`src/rtl/cache_pkg.sv`:
```
// Shared types and helpers for the read-only cache: FSM state encoding,
// address-field width helpers and the line word selector.
package cache_pkg;

  typedef enum logic {
    S_IDLE = 1'b0,
    S_MISS = 1'b1
  } state_t;

  // Lines up to this many 32-bit words are supported by word_sel.
  localparam int MAX_LINE_WORDS = 64;
  localparam int MAX_LINE_BITS  = 32 * MAX_LINE_WORDS;

  function automatic int woff_w(input int line_words);
    return $clog2(line_words);
  endfunction

  function automatic int idx_w(input int sets);
    return $clog2(sets);
  endfunction

  function automatic int tag_w(input int addr_w, input int sets, input int line_words);
    return addr_w - 2 - $clog2(sets) - $clog2(line_words);
  endfunction

  // Callers zero-extend their line to MAX_LINE_BITS before selecting.
  function automatic logic [31:0] word_sel(input logic [MAX_LINE_BITS-1:0] line,
                                           input logic [5:0] woff);
    return line[{woff, 5'b00000} +: 32];
  endfunction

endpackage

```
`src/rtl/cache_way.sv`:
```
// One way of the cache: valid/tag/data storage with a combinational
// lookup (tag compare + word read) and a synchronous full-line write port.
module cache_way
  import cache_pkg::*;
#(
  parameter int SETS       = 16,
  parameter int LINE_WORDS = 4,
  parameter int TAG_W      = 24,
  parameter int IDX_W      = 4,
  parameter int WOFF_W     = 2
) (
  input  logic                    clk,
  input  logic                    rst,
  input  logic                    i_clear,
  input  logic [IDX_W-1:0]        i_rd_idx,
  input  logic [TAG_W-1:0]        i_rd_tag,
  input  logic [WOFF_W-1:0]       i_rd_woff,
  output logic                    o_valid,
  output logic                    o_hit,
  output logic [31:0]             o_word,
  input  logic                    i_wr_en,
  input  logic [IDX_W-1:0]        i_wr_idx,
  input  logic [TAG_W-1:0]        i_wr_tag,
  input  logic [32*LINE_WORDS-1:0] i_wr_line
);

  localparam int LINE_BITS = 32 * LINE_WORDS;

  logic [SETS-1:0]      r_valid;
  logic [TAG_W-1:0]     r_tag  [SETS];
  logic [LINE_BITS-1:0] r_data [SETS];
  logic [MAX_LINE_BITS-1:0] w_line_ext;

  always_ff @(posedge clk) begin
    if (rst || i_clear) begin
      r_valid <= '0;
    end else if (i_wr_en) begin
      r_valid[i_wr_idx] <= 1'b1;
    end
  end

  // Tag and data contents survive reset and flush; only valid bits matter.
  always_ff @(posedge clk) begin
    if (i_wr_en) begin
      r_tag[i_wr_idx]  <= i_wr_tag;
      r_data[i_wr_idx] <= i_wr_line;
    end
  end

  assign o_valid = r_valid[i_rd_idx];
  assign o_hit   = o_valid && (r_tag[i_rd_idx] == i_rd_tag);

  always_comb begin
    w_line_ext = '0;
    w_line_ext[LINE_BITS-1:0] = r_data[i_rd_idx];
  end

  assign o_word = word_sel(w_line_ext, 6'(i_rd_woff));

endmodule

```
`src/rtl/param_read_cache.sv`:
```
// Read-only set-associative cache (1 or 2 ways, LRU) with a valid/ready CPU
// port and a single-outstanding line refill port toward backing memory.
module param_read_cache
  import cache_pkg::*;
#(
  parameter int ADDR_W     = 32,
  parameter int SETS       = 16,
  parameter int WAYS       = 2,
  parameter int LINE_WORDS = 4
) (
  input  logic                     clk,
  input  logic                     rst,
  input  logic                     req_valid,
  input  logic [ADDR_W-1:0]        req_addr,
  output logic                     req_ready,
  input  logic                     flush,
  output logic                     resp_valid,
  output logic [31:0]              resp_data,
  output logic                     resp_hit,
  output logic                     mem_req_valid,
  output logic [ADDR_W-1:0]        mem_req_addr,
  input  logic                     mem_resp_valid,
  input  logic [32*LINE_WORDS-1:0] mem_resp_data
);

  localparam int WOFF_W     = woff_w(LINE_WORDS);
  localparam int IDX_W      = idx_w(SETS);
  localparam int TAG_W      = tag_w(ADDR_W, SETS, LINE_WORDS);
  localparam int LINE_BITS  = 32 * LINE_WORDS;
  localparam int LINE_SHIFT = 2 + WOFF_W;

  state_t r_state, w_state_next;

  logic [ADDR_W-1:2]  r_miss_addr;
  logic               r_resp_valid, r_resp_hit, r_mem_req_valid;
  logic [31:0]        r_resp_data;
  logic [ADDR_W-1:0]  r_mem_req_addr;

  logic [ADDR_W-1:2]  w_lookup_addr;
  logic [WOFF_W-1:0]  w_woff;
  logic [IDX_W-1:0]   w_idx;
  logic [TAG_W-1:0]   w_tag;
  logic [WAYS-1:0]    w_way_valid, w_way_hit, w_victim_oh;
  logic [31:0]        w_way_word [WAYS];
  logic [31:0]        w_hit_word;
  logic               w_hit, w_accept, w_fill, w_clear, w_req_ready;
  logic [MAX_LINE_BITS-1:0] w_mem_line_ext;
  logic               w_unused_addr_lsbs;

  assign w_unused_addr_lsbs = &{1'b0, req_addr[1:0]};

  // While a refill is outstanding the ways are probed with the missed address.
  assign w_lookup_addr = (r_state == S_MISS) ? r_miss_addr : req_addr[ADDR_W-1:2];
  assign w_woff = w_lookup_addr[2 +: WOFF_W];
  assign w_idx  = w_lookup_addr[LINE_SHIFT +: IDX_W];
  assign w_tag  = w_lookup_addr[LINE_SHIFT+IDX_W +: TAG_W];
  assign w_hit  = |w_way_hit;

  always_ff @(posedge clk) begin
    if (rst) begin
      r_state <= S_IDLE;
    end else begin
      r_state <= w_state_next;
    end
  end

  always_comb begin
    w_state_next = r_state;
    w_req_ready  = 1'b0;
    w_accept     = 1'b0;
    w_fill       = 1'b0;
    w_clear      = 1'b0;
    case (r_state)
      S_IDLE: begin
        w_req_ready = !flush;
        w_clear     = flush;
        w_accept    = req_valid && !flush;
        if (w_accept && !w_hit) begin
          w_state_next = S_MISS;
        end
      end
      S_MISS: begin
        if (mem_resp_valid) begin
          w_fill       = 1'b1;
          w_state_next = S_IDLE;
        end
      end
      default: w_state_next = S_IDLE;
    endcase
  end

  assign req_ready = w_req_ready;

  for (genvar gi = 0; gi < WAYS; gi++) begin : g_way
    cache_way #(
      .SETS      (SETS),
      .LINE_WORDS(LINE_WORDS),
      .TAG_W     (TAG_W),
      .IDX_W     (IDX_W),
      .WOFF_W    (WOFF_W)
    ) u_way (
      .clk      (clk),
      .rst      (rst),
      .i_clear  (w_clear),
      .i_rd_idx (w_idx),
      .i_rd_tag (w_tag),
      .i_rd_woff(w_woff),
      .o_valid  (w_way_valid[gi]),
      .o_hit    (w_way_hit[gi]),
      .o_word   (w_way_word[gi]),
      .i_wr_en  (w_fill && !rst && w_victim_oh[gi]),
      .i_wr_idx (w_idx),
      .i_wr_tag (w_tag),
      .i_wr_line(mem_resp_data)
    );
  end

  if (WAYS == 2) begin : g_lru
    // r_lru[set] names the least recently used way of that set.
    logic [SETS-1:0] r_lru;
    logic            w_victim;

    assign w_victim    = !w_way_valid[0] ? 1'b0 :
                         (!w_way_valid[1] ? 1'b1 : r_lru[w_idx]);
    assign w_victim_oh = {w_victim, !w_victim};
    assign w_hit_word  = w_way_hit[1] ? w_way_word[1] : w_way_word[0];

    always_ff @(posedge clk) begin
      if (rst || w_clear) begin
        r_lru <= '0;
      end else if (w_accept && w_hit) begin
        r_lru[w_idx] <= !w_way_hit[1];
      end else if (w_fill) begin
        r_lru[w_idx] <= !w_victim;
      end
    end
  end else begin : g_direct
    logic w_unused_valid;
    assign w_unused_valid = &{1'b0, w_way_valid};
    assign w_victim_oh    = '1;
    assign w_hit_word     = w_way_word[0];
  end

  always_comb begin
    w_mem_line_ext = '0;
    w_mem_line_ext[LINE_BITS-1:0] = mem_resp_data;
  end

  always_ff @(posedge clk) begin
    if (rst) begin
      r_resp_valid    <= 1'b0;
      r_resp_hit      <= 1'b0;
      r_resp_data     <= '0;
      r_mem_req_valid <= 1'b0;
      r_mem_req_addr  <= '0;
      r_miss_addr     <= '0;
    end else begin
      r_resp_valid <= 1'b0;
      if (w_accept && w_hit) begin
        r_resp_valid <= 1'b1;
        r_resp_hit   <= 1'b1;
        r_resp_data  <= w_hit_word;
      end
      if (w_accept && !w_hit) begin
        r_miss_addr     <= req_addr[ADDR_W-1:2];
        r_mem_req_valid <= 1'b1;
        r_mem_req_addr  <= {req_addr[ADDR_W-1:LINE_SHIFT], {LINE_SHIFT{1'b0}}};
      end
      if (w_fill) begin
        r_mem_req_valid <= 1'b0;
        r_resp_valid    <= 1'b1;
        r_resp_hit      <= 1'b0;
        r_resp_data     <= word_sel(w_mem_line_ext, 6'(w_woff));
      end
    end
  end

  assign resp_valid    = r_resp_valid;
  assign resp_hit      = r_resp_hit;
  assign resp_data     = r_resp_data;
  assign mem_req_valid = r_mem_req_valid;
  assign mem_req_addr  = r_mem_req_addr;

endmodule

```
`config.mk`:
```
export PLATFORM = sky130hd
export DESIGN_NAME = param_read_cache
export DESIGN_NICKNAME = d
export VERILOG_FILES = /design/src/rtl/cache_pkg.sv /design/src/rtl/cache_way.sv /design/src/rtl/param_read_cache.sv
export SDC_FILE = /design/constraint.sdc
export NUM_CORES = 2
export LEC_CHECK = 0
export CAP_MARGIN = 20
export CELL_PAD_IN_SITES_DETAIL_PLACEMENT = 1
export CELL_PAD_IN_SITES_GLOBAL_PLACEMENT = 1
export CORE_UTILIZATION = 39
export DETAILED_ROUTE_END_ITERATION = 10
export MAX_ROUTING_LAYER = met4
export PLACE_DENSITY = 0.69
export SYNTH_ARGS = -nofsm -noshare
export SYNTH_HDL_FRONTEND = slang
export SYNTH_HIERARCHICAL = 1
export SYNTH_MEMORY_MAX_BITS = 65536
export SYNTH_SLANG_ARGS = --single-unit
export TNS_END_PERCENT = 30
```
`constraint.sdc`:
```
create_clock -name clk -period 24.6 [get_ports clk]
set_input_delay 4.92 -clock clk [delete_from_list [all_inputs] [get_ports clk]]
set_output_delay 4.92 -clock clk [all_outputs]
set_load 0.01 [all_outputs]
```
# Word level (Yosys, flattened, before mapping)
# Memory sizes are Yosys's and may differ from the RTL's.
# Index checks and enable logic that the tools add are counted.
op_classes:
  magnitude_cmp: 2
  mux: 32
  shift: 3
  eq_ne: 2
  n_bitwise: 3
  reduce_logical: 19
ops:
  columns: ["op", "count"]
  rows:
  - ["variable part select 2048 x 8 -> 32 bit", 3]
  - ["2-to-1 mux 32 bit", 3]
  - ["== test 24 bit", 2]
  - ["bitwise mux 16 bit", 2]
  - ["2-to-1 mux 16 bit", 2]
  - ["bitwise OR 16 bit", 2]
  - ["2-to-1 mux 30 bit", 1]
  - ["2-to-1 mux 1 bit", 19]
  - ["binary-select mux 1 bit (select 4 bit)", 3]
  - ["logical AND 1 bit", 10]
  - ["zero test 1 bit", 5]
  - ["less-than comparator 4 x 5 -> 1 bit (second input constant)", 1]
  - ["demux 1 bit (select 4 bit)", 1]
  - ["greater-or-equal comparator 4 x 1 -> 1 bit (second input constant)", 1]
  - ["OR reduction 2 bit", 2]
  - ["one-hot mux 1 bit (2 select lines)", 1]
  - ["nonzero test 2 bit", 1]
  - ["logical OR 1 bit", 1]
  - ["NOT 1 bit", 1]
totals:
  wordCells: 75
  memories: 4
  register_bits: 142
  ramBits: 4864
memory_table:
  columns: ["name", "words", "width", "read_ports", "rd_clocked_by_memory_dff", "write_ports", "line", "text"]
  rows:
  - ["g_way[0].u_way.r_data", 16, 128, 1, 0, 1, "cache_way.sv:31", "logic [LINE_BITS-1:0] r_data [SETS];"]
  - ["g_way[1].u_way.r_data", 16, 128, 1, 0, 1, "cache_way.sv:31", null]
  - ["g_way[0].u_way.r_tag", 16, 24, 1, 0, 1, "cache_way.sv:30", "logic [TAG_W-1:0] r_tag [SETS];"]
  - ["g_way[1].u_way.r_tag", 16, 24, 1, 0, 1, "cache_way.sv:30", null]

# Logic depth before layout (Yosys ltp)
depth:
  ltp_word: 9
  ltp_mapped: 26

# By module
# The synthesis kept the hierarchy.
modules_own_cells:
  columns: ["module", "seq_area_each_um2", "area_each_um2", "cells_each", "n_inst"]
  rows:
  - ["cache_way at g_way[1].u_way", 73350.3, 93051.7, 3637, 1]
  - ["cache_way at g_way[0].u_way", 73350.3, 92922.9, 3588, 1]
  - ["param_read_cache", 1641.6, 5522.8, 780, 1]

# Worst setup path after synthesis
# No wires, ideal clock.
synth_path:
  path_kind: "input -> register"
  from: "input req_addr[7]"
  to: "memory g_way[0].u_way/r_data[0][0] (netlist name), enable pin"
  arrival_time_ps: 18001
  stages: 13
  setup_slack_ps: 5747
  setup_ps: 852
  path_cell_list: "mux2_2 -> buf_2 -> clkinv_1 -> clkbuf_1 -> nand2_1 -> and3_1 -> a31oi_1 -> inv_1 -> a221oi_2 -> nand2_1 -> a21oi_1 -> or3b_2 -> nor3_1"
synth_between:
  elab_chain_len: 9
  elab_cells_between_ends: 13
  cone_classes: "mux (11); reduce/logical (2)"
synth_lines:
  columns: ["item", "line", "text"]
  rows:
  - ["start, declared", "param_read_cache.sv:14", "input logic [ADDR_W-1:0] req_addr,"]
  - ["2-to-1 mux 30 bit", "param_read_cache.sv:53", "assign w_lookup_addr = (r_state == S_MISS) ? r_miss_addr : req_addr[ADDR_W-1:2];"]
  - ["binary-select mux 1 bit (select 4 bit)", "cache_way.sv:50", "assign o_valid = r_valid[i_rd_idx];"]
  - ["2-to-1 mux 1 bit (implied by the code)", "cache_way.sv:50", null]
  - ["net w_way_valid[1]", "param_read_cache.sv:43", "logic [WAYS-1:0] w_way_valid, w_way_hit, w_victim_oh;"]
  - ["2-to-1 mux 1 bit", "param_read_cache.sv:124", "(!w_way_valid[1] ? 1'b1 : r_lru[w_idx]);"]
  - ["2-to-1 mux 1 bit", "param_read_cache.sv:123", "assign w_victim = !w_way_valid[0] ? 1'b0 :"]
  - ["zero test 1 bit", "param_read_cache.sv:125", "assign w_victim_oh = {w_victim, !w_victim};"]
  - ["logical AND 1 bit", "param_read_cache.sv:111", ".i_wr_en (w_fill && !rst && w_victim_oh[gi]),"]
  - ["2-to-1 mux 1 bit", "cache_way.sv:44", "if (i_wr_en) begin"]
  - ["2-to-1 mux 1 bit (implied by the code)", "cache_way.sv:46", "r_data[i_wr_idx] <= i_wr_line;"]
  - ["end, declared", "cache_way.sv:31", null]
# The timed path passes the listed nets, and every way through them passes these cells. The select of a mux whose other input is x is not followed.

# Worst setup path in the final report
layout_path:
  from: "input req_addr[5]"
  to: "register r_resp_data[25], in the netlist resp_data[25]"
layout_between:
  elab_chain_len: 7
  elab_cells_between_ends: 21
  cone_classes: "eq/ne (2); shift (2); mux (8); reduce/logical (5); memory (4)"
layout_lines:
  columns: ["item", "line", "text"]
  rows:
  - ["2-to-1 mux 30 bit *", "param_read_cache.sv:53", null]
  - ["net w_lookup_addr, one bit", "param_read_cache.sv:39", "logic [ADDR_W-1:2] w_lookup_addr;"]
  - ["memory read (16 x 24 bit) or binary-select mux 1 bit (select 4 bit) (tied branches)", null, null]
  - ["== test 24 bit or 2-to-1 mux 1 bit (tied branches)", "cache_way.sv:51, cache_way.sv:50", null]
  - ["logical AND 1 bit *", "cache_way.sv:51", "assign o_hit = o_valid && (r_tag[i_rd_idx] == i_rd_tag);"]
  - ["net w_way_hit[0]", "param_read_cache.sv:43", null]
  - ["OR reduction 2 bit *", "param_read_cache.sv:57", "assign w_hit = |w_way_hit;"]
  - ["logical AND 1 bit *", "param_read_cache.sv:159", "if (w_accept && w_hit) begin"]
  - ["nonzero test 2 bit (no source line) *", null, null]
  - ["end signal, assigned", "param_read_cache.sv:162", "r_resp_data <= w_hit_word;"]
  - ["end signal, assigned", "param_read_cache.sv:173", "r_resp_data <= word_sel(w_mem_line_ext, 6'(w_woff));"]
  - ["end, declared", "param_read_cache.sv:36", "logic [31:0] r_resp_data;"]
# The timed path passes the listed nets; every way through them passes the cells marked *. The select of a mux whose other input is x is not followed.
# A chain may end at the register's enable or synchronous reset.

==> results.py <==
metrics = {
    "clocking": {
        "numClockSinks": 4978,
        "clk_pin_slew_ns": 0.06,
        "clk_path_buf_depth": 4,
        "cts_tree": "built",
        "h-tree-depth": 5,
        "cts_buffers": 470,
        "cts_root_buffer": "clkbuf_16",
        "post_cts_buffers": 0,
        "cts_resized": 0,
        "cts-hold-fix-buffers": 0,
        "clkLatencyLatePin_ns": 1.02,
    },
    "worst_setup_path": {
        "crit_arrival_ns": 13.77,
        "cp_cell_sequence": "clkdlybuf4s50_1 -> mux2_8 -> buf_4 -> buf_4 -> buf_4 -> mux4_2 -> mux4_2 -> xor2_1 -> nor4_1 -> and4_1 -> nor2_1 -> nor2_4 -> buf_4 -> buf_4 -> nor2_1 -> a211oi_1 -> a31oi_1 -> nor2_1",
        "reg2reg_depth": 17,
        "path_max_fanout": 67,
        "endpoint_kind": "flip-flop",
        "criticalPathCategory": "in2reg",
        "required_ns": 25.53,
        "start_kind": "primary input",
        "crit_slowest_cell": "buf_4",
        "critical-path-max-stage-delay_ns": 0.89,
        "cpMostUsedCell": "buf_4",
    },
    "die": {
        "num_rows": 256,
        "io_pins": 233,
        "dieArea_um2": 494000,
        "die_w_um": 703,
        "initial_core_util_pct": 39.3,
        "core_region_area_um2": 488000,
        "fp.dieH_um": 703,
    },
    "finish": {
        "syn2layout_area_growth_pct": 13.8,
        "drive_gt1_share_pct": 29.2,
        "multiInputGateArea_um2": 41100,
        "nNetsFinal": 8733,
        "final.fill_count": 44124,
        "seq_area_um2": 148000,
        "mostFrequentLayoutCells": "4,864 x edfxtp_1, 1,526 x mux4_2, 479 x clkbuf_16, 289 x buf_4, 241 x nand2_1",
        "final_common_cell": "edfxtp_1",
    },
    "timing": {
        "finClkSkew_ns": 0.0468,
        "worst_pin_slew_ns": 1.19,
        "slew_headroom_pct": 20.5,
        "period_share_pct": 52.2,
        "fmax_mhz": 77.9,
        "grt_setup_unrepaired": "no",
        "drv_slew": 0,
        "hold_violations": 0,
        "fin_crit_ns": 12.84,
        "finalSetupViolCount": 0,
        "fin_setup_tns_ns": 0,
    },
    "job": {
        "maxCapViolations": 0,
    },
    "pwr": {
        "p_switching_mw": 3.78,
        "power_frac_clock_pct": 40.5,
        "p_int_mw": 13.8,
        "comb_power_share_pct": 6.4,
        "ir_worst_vdd_mv": 0.0685,
        "sw_frac_of_total_pct": 21.5,
        "power_mw": 17.6,
        "seq_power_share_pct": 53.1,
        "leakage_nw": 66.4,
        "pwr_density_cell_nw_per_um2": 80.7,
    },
    "detailed_routing": {
        "post_drt_wl_per_cell_um": 32.9,
        "ant_nets": 0,
        "met1_length_um": 204000,
        "vias": 89638,
        "dr.pass1.iters": 7,
        "dr.max_layer_used": "met4",
        "dr_wl_met3_um": 37600,
        "drcViolationCount": 0,
        "vias_per_cell": 5.81,
        "drtIter0Drc": 10733,
        "drt_wl_total_um": 507000,
        "met2WireLength_um": 253000,
    },
    "logic_synthesis": {
        "synth.ff_latch_count": 4978,
        "yosysWarnings": 6,
        "syn-instance-count": 8005,
        "synth_cell_types": 75,
        "synth-edff-count": 4864,
        "synth_ff_type": "edfxtp_1",
        "synth.area.top_cells": "edfxtp_1 76%, mux4_2 18%, dfxtp_1 1.2%",
        "yosysTopAreaCellShare_pct": 76.3,
        "seq_area_frac_synth_pct": 77.5,
        "synth_area_per_cell_um2": 23.9,
        "synth_top_area_cell": "edfxtp_1",
        "synthesis.area_um2": 191000,
        "synthArstFlopShare_pct": 0,
    },
    "global_routing": {
        "gr-total-overflow": 0,
        "antenna_found_initial": 44,
        "grt_pass1_vias": 94249,
        "grtUsageTotal_pct": 20.8,
        "grt_max_degree": 139,
        "grt_pass1_wl_um": 713000,
    },
    "outcome": {
        "status": "finished clean",
    },
    "place": {
        "dp_hpwl_um": 269000,
        "io_buffers": 226,
        "place_congestion": 0.755,
    },
    "min_path": {
        "hold_path.class": "reg2reg",
        "hold_depth": 1,
    },
}
synthesized netlist by cell type, drive strengths merged (7+ instances only):
cell type / count
edfxtp: 4864
o21a: 32
nor2: 152
nor2b: 13
nor3: 20
a21oi: 46
a22oi: 7
a31oi: 47
mux2i: 129
dfxtp: 114
nand2b: 9
clkbuf: 142
nand3: 69
inv: 11
o21ai: 30
xnor2: 33
mux2: 46
a211oi: 61
nand2: 241
o22ai: 7
buf: 321
mux4: 1526
xor2: 15
nand3b: 8
worst max-delay path: cells and delay by family:
kind,cells,cell delay [ns]
buffers and inverters,6,4.52
AND/OR/NAND/NOR,6,1.84
multiplexers,3,1.57
AO/OA/AOI/OAI,2,0.39
XOR/XNOR,1,0.23
routing by layer:
| layer | global-route usage [%] | vias up |
|---|---|---|
| li1 | - | 35486 |
| met1 | 27.6 | 49568 |
| met2 | 34.2 | 3911 |
| met3 | 3.26 | 673 |
| met4 | 4.79 | 0 |
| met5 | - | - |
kinds of logic (layout without fill, tap and decap cells):
logic type             count (synthesis)  count (layout)  synth area share [%]
other                                  1              25               0.00196
multiplexers                        1701            1701                  18.9
buffers and inverters                476            1438                  1.25
AND/OR/NAND/NOR                      544             544                  1.23
AO/OA/AOI/OAI                        257             257                 0.938
flip-flops                          4978            4978                  77.5
XOR/XNOR                              48              48                 0.220
through the flow:
step	utilization, %	setup slack, ns	cell area [µm²]	std cells	hold slack, ns
5_1_grt	44.7	11.30	218000	15436	0.472
4_1_cts	44.6	11.84	217000	15403	0.465
2_1_floorplan	-	5.75	192000	8008	0.435
3_3_place_gp	41.5	10.76	202000	14528	0.442
6_report	44.7	11.76	218000	15441	0.462
3_5_place_dp	41.5	10.77	202000	14529	0.452
final timing paths:
path | to | slack [ns] | start
max reg2reg | resp_data[25] | 15.83 | r_miss_addr[5]
max | resp_data[25] | 11.76 | req_addr[5]
min | g_way[1].u_way/r_valid[0] | 0.46 | g_way[1].u_way/r_valid[0]
min reg2reg | g_way[1].u_way/r_valid[0] | 0.46 | g_way[1].u_way/r_valid[0]
cell type report:
class,instances,area share (%)
antenna,21,0.0241
clock buffer,604,5.73
sequential,4978,68.1
timing repair buffer,552,2.41
inverter,12,0.0281
clock inverter,270,1.15
tap,6450,3.70
multi-input combinational,2554,18.9
flip-flops by register name (all words and copies together) (netlist names):
| name | flops |
|---|---|
| resp_hit | 1 |
| resp_valid | 1 |
| r_miss_addr | 30 |
| g_lru.r_lru | 16 |
| r_state | 1 |
| g_way.u_way/r_data | 4096 |
| mem_req_valid | 1 |
| g_way.u_way/r_tag | 768 |
| g_way.u_way/r_valid | 32 |
| resp_data | 32 |
power groups by stage:
stage               Combinational [mW]  Sequential (mW)  Clock, mW
detailed placement                1.13             9.51          0
floorplan                        0.714             9.51          0
finish                            1.12             9.33       7.13
global route                      1.19             9.33       7.50
global placement                  1.09             9.51          0
CTS                               1.13             9.33       7.24
No activity file was read; power rests on OpenSTA's default activity.
